$ cat src/rtl/unibus_arbiter.sv
// unibus_arbiter: round-robin arbiter granting four sources onto a registered 4-bit bus,
// with a per-transfer ready timeout.
module unibus_arbiter #(
    parameter int TIMEOUT = 15
) (
    input  logic       clk,
    input  logic       rst_n,
    input  logic [3:0] req,
    input  logic [3:0] data0,
    input  logic [3:0] data1,
    input  logic [3:0] data2,
    input  logic [3:0] data3,
    input  logic       bus_ready,
    output logic [3:0] grant,
    output logic [3:0] bus_data,
    output logic       bus_valid,
    output logic       done,
    output logic       timeout_err
);
    typedef enum logic {IDLE, XFER} state_t;
    localparam logic [3:0] LP_TMAX = 4'(TIMEOUT - 1);
    state_t     r_state;
    logic [1:0] r_ptr;
    logic [1:0] r_win;
    logic [3:0] r_cnt;
    logic [1:0] w_win;
    logic [3:0] w_data;
    // Scan from ptr+3 down to ptr so the closest requester after ptr wins.
    always_comb begin
        w_win = r_ptr;
        for (int k = 3; k >= 0; k--)
            if (req[r_ptr + 2'(k)]) w_win = r_ptr + 2'(k);
        w_data = (w_win == 2'd0) ? data0 :
                 (w_win == 2'd1) ? data1 :
                 (w_win == 2'd2) ? data2 : data3;
    end
    always_ff @(posedge clk or negedge rst_n) begin
        if (!rst_n) begin
            r_state     <= IDLE;
            r_ptr       <= '0;
            r_win       <= '0;
            r_cnt       <= '0;
            grant       <= '0;
            bus_data    <= '0;
            bus_valid   <= 1'b0;
            done        <= 1'b0;
            timeout_err <= 1'b0;
        end else begin
            done        <= 1'b0;
            timeout_err <= 1'b0;
            case (r_state)
                IDLE: begin
                    if (req != 4'd0) begin
                        bus_data  <= w_data;
                        grant     <= 4'b0001 << w_win;
                        bus_valid <= 1'b1;
                        r_win     <= w_win;
                        r_cnt     <= '0;
                        r_state   <= XFER;
                    end
                end
                XFER: begin
                    // Ready on the final wait cycle still counts as success.
                    if (bus_ready || r_cnt == LP_TMAX) begin
                        grant       <= '0;
                        bus_valid   <= 1'b0;
                        done        <= bus_ready;
                        timeout_err <= !bus_ready;
                        r_ptr       <= r_win + 2'd1;
                        r_state     <= IDLE;
                    end else begin
                        r_cnt <= r_cnt + 4'd1;
                    end
                end
                default: r_state <= IDLE;
            endcase
        end
    end
endmodule

$ cat config.mk
export PLATFORM = sky130hd
export DESIGN_NAME = unibus_arbiter
export DESIGN_NICKNAME = d
export VERILOG_FILES = /design/src/rtl/unibus_arbiter.sv
export SDC_FILE = /design/constraint.sdc
export NUM_CORES = 1
export LEC_CHECK = 0
export ABC_CLOCK_PERIOD_IN_PS = 6000
export CORE_ASPECT_RATIO = 0.9
export CORE_MARGIN = 2
export CORE_UTILIZATION = 30
export CTS_BUF_LIST = sky130_fd_sc_hd__clkbuf_4
export CTS_CLUSTER_SIZE = 40
export DETAILED_ROUTE_END_ITERATION = 6
export GPL_TIMING_DRIVEN = 0
export MAX_ROUTING_LAYER = met4
export PLACE_DENSITY = 0.61
export SYNTH_ARGS = -nofsm -noshare
export SYNTH_HDL_FRONTEND = slang
export SYNTH_SLANG_ARGS = --single-unit
$ cat constraint.sdc
create_clock -name clk -period 6 [get_ports clk]
set_input_delay 1.2 -clock clk [delete_from_list [all_inputs] [get_ports clk]]
set_output_delay 1.2 -clock clk [all_outputs]
set_load 0.1 [all_outputs]
Word-level counts from Yosys, hierarchy flattened:

Index checks and enable logic that the tools add are counted.
W data, S select, Z words.

* shifts and indexed selects: 1
* reductions and logical operators: 8
* bitwise operators: 1
* muxes and demuxes: 31
* $lt $le $gt $ge: 4
* multipliers: 0
* add/sub/neg operators: 5
* eq/ne operators: 6
* divide/modulo/power cells: 0

Operator list (number)
* $mux W4: 7
* $pmux W4 S2: 2
* $lt A2 B3 Y1 const B: 4
* $mux W1: 12
* $bmux W1 S2: 4
* $mux W2: 4
* $reduce_and A2 Y1: 4
* $add A2 B1 Y2 const B: 2
* $add A2 B2 Y2 const B: 2
* $add A4 B1 Y4 const B: 1
* $eq A4 B4 Y1 const B: 1
* $ne A2 B2 Y1 const B: 2
* $pmux W1 S2: 2
* $reduce_bool A4 Y1: 1
* $shl A1 B2 Y4 const A: 1
* $eq A2 B1 Y1 const B: 1
* $eq A2 B2 Y1 const B: 1
* $logic_not A2 Y1: 1
* $ne A2 B1 Y1 const B: 1
* $logic_not A1 Y1: 1
* $logic_or A1 B1 Y1: 1
* $not A1 Y1: 1

* output and inout port bits: 11
* memories kept: 0
* latch bits: 0
* memory bits (writable): 0
* ROM bits: 0
* register bits after elaboration: 20
* word-level logic and storage cells: 65

Longest topological paths before layout:

* depth in word-level cells: 11
* mapped depth: 7
* mapped depth without buffers: 7

Worst setup path after synthesis:

Ideal clock, no wire load.

* path kind: input to register
* from: input req[2]
* to: register bus_data[0]
* path slack: 3.299 ns
* required time: 5.874 ns
* buffers on the path: 0
* data arrival time: 2.575 ns
* stages: 5
* cells stage by stage: nor2b_1 > or4_4 > nand2_4 > mux2_4 > a221o_1

* word-level cells in the longest chain between the ends: 10
* elaborated cells between the ends (all ways): 20
* classes of those cells: eq/ne: 2; mux: 15; reduce/logical: 3

RTL lines
* start, declared: line 8 `input logic [3:0] req,`
* $bmux W1 S2: line 32 `if (req[r_ptr + 2'(k)]) w_win = r_ptr + 2'(k);`
* $mux W1 (implied by the code): line 32
* $mux W2 (4 in series): line 32
* $eq A2 B2 Y1: line 35 `(w_win == 2'd2) ? data2 : data3;`
* $mux W4: line 35
* $mux W4: line 34 `(w_win == 2'd1) ? data1 :`
* $mux W4: line 33 `w_data = (w_win == 2'd0) ? data0 :`
* end signal, assigned: line 54 `bus_data <= w_data;`
* end, declared: line 15 `output logic [3:0] bus_data,`

Parallel ways exist; a longest one is shown, timed or not. The select of a mux whose other input is x is not followed.
A chain may end at the register's enable or synchronous reset.

Final worst setup path:

* from: input req[1]
* to: register bus_data[0]

The elaborated chain is that of the path after synthesis.

==> flow_summary_export.csv <==
group,metric,value,unit
outcome,status,"finished clean",
detailed_routing,vias_per_cell,5.11,
timing,slew_headroom,34.4,%
clock_network,cts.clk_slew.worst_paths,0.11,ns
cells_and_area,multi_input_area,552,um^2
timing,tightest_slew,0.981,ns
detailed_routing,dr.pass1.iters,4,
timing,min_period,3.11,ns
placement,placedCellCount,183,
cells_and_area,final_common_cell,"clkdlybuf4s50_1",
pwr,p_leak,0.649,nW
yosys,synthTopCellsByArea,"dfrtp_1 46%, o21ai_0 5.5%, mux2_4 5.5%",
setup_path,cp-start-kind,"primary input",
clock_network,cts_resized,0,
timing,slew_violations,0,
setup_path,path_class,"primary input to flip-flop",
pwr,ir_drop,0.144,mV
setup_path,r2r-end,"bus_data[0]",
yosys,mappedNetlistArea,0.00109,mm^2
yosys,syn_nets,131,
detailed_routing,drt-total-wl,2610,um
cells_and_area,finalNonFillerCells,187,
setup_path,rrSetupSlack,3.86,ns
setup_path,endpoint_kind,"flip-flop",
grt,antenna_found_initial,0,
timing,fin_skew,0.00469,ns
clock_network,htree_levels,1,
floorplanning,start_util,31.9,%
yosys,netlist.area_leader.share,45.7,%
cells_and_area,final_cell_mix,"33 x clkdlybuf4s50_1, 20 x dfrtp_1, 12 x o21ai_0",
clock_network,cts_buffers,3,
placement,gp_congestion,0.703,
setup_path,crit_end,"bus_data[0]",
setup_path,worstReg2RegStart,"r_ptr[1]",
setup_path,crit_path_max_fanout,7,
cells_and_area,syn2layout_area_growth,40.0,%
placement,place_hpwl,2020,um
timing,finalSetupViolations,0,
setup_path,ff2ff_path_depth,5,
grt,grt_max_degree,21,
cells_and_area,final_nets,169,
pwr,p_per_area,553,mW/mm^2
floorplanning,die-area,0.00415,mm^2
timing,setup_tns,0,ns
floorplanning,io_pins,34,
detailed_routing,ant_nets,0,
yosys,ys_types,32,
detailed_routing,detail_route.iter0.violations,67,
detailed_routing,drc,0,
cells_and_area,insertedDiodeCount,0,
grt,grt_pass1_wl,4160,um
cells_and_area,fillCellCount,328,
grt,grt.total_usage,13.9,%
timing,fmax,0.322,GHz
detailed_routing,wl_per_cell,13.9,um
cells_and_area,drive_gt1_share,12.6,%
setup_path,crit_start,"req[1]",
hold_path,hold_path.class,"flip-flop to flip-flop",
yosys,synth_top_cell_by_area,"dfrtp_1",
grt,grt_remaining_overflow,0,
timing,rsz0062_at_grt,"no",
yosys,seq_area_frac_synth,45.7,%
timing,fin_crit_sh,51.8,%
floorplanning,fp.dieW,67.7,um
hold_path,timing.hold.worst.start,"r_cnt[3]",
placement,port_buffers,33,
clock_network,post_cts_buffers,0,
clock_network,cts.sinks,20,
cells_and_area,seq_area,500,um^2
yosys,ys_warn_count,0,
timing,hold_viol,0,
yosys,synth-seq-cells,20,
clock_network,cts.path.max_buffers,2,
clock_network,cts_hold_buf,0,
yosys,synthCells,106,
detailed_routing,route.vias.total,956,
clock_network,cts_root_buf,"clkbuf_4",
yosys,synth.avg_cell_area,10.3,um^2
floorplanning,core_area,0.00343,mm^2
clock_network,clk_latency,0.30,ns
floorplanning,fp-row-count,20,
floorplanning,die_h,61.3,um
clock_network,tritoncts,"done",
job,cap_violations,0,
setup_path,required,6.19,ns
setup_path,arrival,3.30,ns
grt,grt_pass1_vias,878,
==> metrics by stage <==
step / hold slack, ns / total power [mW] / worst slack (ns) / util (%) / instance area [um^2]
6_report: 0.492 / 0.847 / 2.89 / 44.7 / 1530
5_1_grt: 0.524 / 0.898 / 2.82 / 44.7 / 1530
4_1_cts: 0.488 / 0.853 / 2.90 / 44.7 / 1530
3_5_place_dp: 0.467 / 0.743 / 2.57 / 43.2 / 1480
3_3_place_gp: 0.462 / 0.730 / 2.60 / 43.2 / 1480
2_1_floorplan: 0.437 / 0.612 / 3.30 / - / 1090
==> registers in the layout (all words and copies together), names as in the netlist <==
| register | cells |
|---|---|
| r_ptr | 2 |
| bus_data | 4 |
| r_state | 1 |
| bus_valid | 1 |
| r_win | 2 |
| grant | 4 |
| done | 1 |
| timeout_err | 1 |
| r_cnt | 4 |
==> worst min-delay path by stage <==
| stage | end | cells past startpoint | slack, ns |
|---|---|---|---|
| after floorplan | r_cnt[3] | 1 | 0.44 |
| after global placement | r_cnt[3] | 1 | 0.46 |
| after detailed placement | r_cnt[3] | 1 | 0.47 |
| after CTS | r_cnt[3] | 1 | 0.49 |
| after global routing | r_cnt[3] | 1 | 0.52 |
| final | r_cnt[3] | 1 | 0.49 |
==> cells by family (layout without fill, tap and decap cells) <==
kind of cell               after synthesis  after routing  share of synthesized area [%]
adders and majority gates                2              2                           2.29
DFF                                     20             20                           45.7
buffers and inverters                    9             46                           3.88
xor gates and xnor gates                 2              2                           1.60
and+or+nand+nor                         37             37                           19.7
AOI/OAI and AO/OA                       32             32                           21.4
muxes                                    4              4                           5.49
==> critical path: stages <==
cell and delay (ns):
clkdlybuf4s50_1 0.64, nor3b_2 0.10, or4_4 0.57, nand2_4 0.15
mux2_4 0.31, a221o_1 0.32
==> cell usage after synthesis <==
master	number
dfrtp_1	20
o21ai_0	12
nand2_1	9
nand3_1	9
inv_1	6
a221o_1	5
nor2b_1	5
a211oi_1	4
mux2_4	4
and2_1	3
o31ai_1	3
buf_4	2
ha_1	2
nor2_1	2
nor3b_1	2
o22ai_1	2
and2b_4	1
and3_1	1
buf_2	1
nand2_4	1
nor3b_2	1
nor4_1	1
o21a_1	1
o21ai_1	1
o21ba_2	1
o21bai_2	1
o2bb2ai_1	1
o41ai_2	1
or3_1	1
or4_4	1
xnor2_1	1
xor2_1	1
==> where the power goes <==
| group | leakage (nW) | switching [mW] | total (mW) | internal (mW) |
|---|---|---|---|---|
| registers | 0.254 | 0.0419 | 0.229 | 0.187 |
| logic | 0.367 | 0.346 | 0.508 | 0.162 |
| clock network | 0.0279 | 0.0422 | 0.110 | 0.0675 |
| total | 0.649 | 0.431 | 0.847 | 0.417 |
==> layer usage <==
metal | up-vias | track usage [%] | share of wire [%]
met3 | 2 | 2.74 | 3.1
met5 | - | - | 0
met4 | 0 | 4.96 | 1.1
li1 | 468 | - | -
met2 | 15 | 22.1 | 52
met1 | 471 | 17.7 | 44
==> layout make-up <==
class	count	area share [%]
multi-input cells	77	36.0
flip-flops and latches	20	32.7
repair buffers	33	21.6
well taps	44	3.59
clock inverters	1	1.96
clock buffers	3	1.47
inverters	6	1.47
plain buffers	3	1.31
Power figures use the tool's default switching activity.
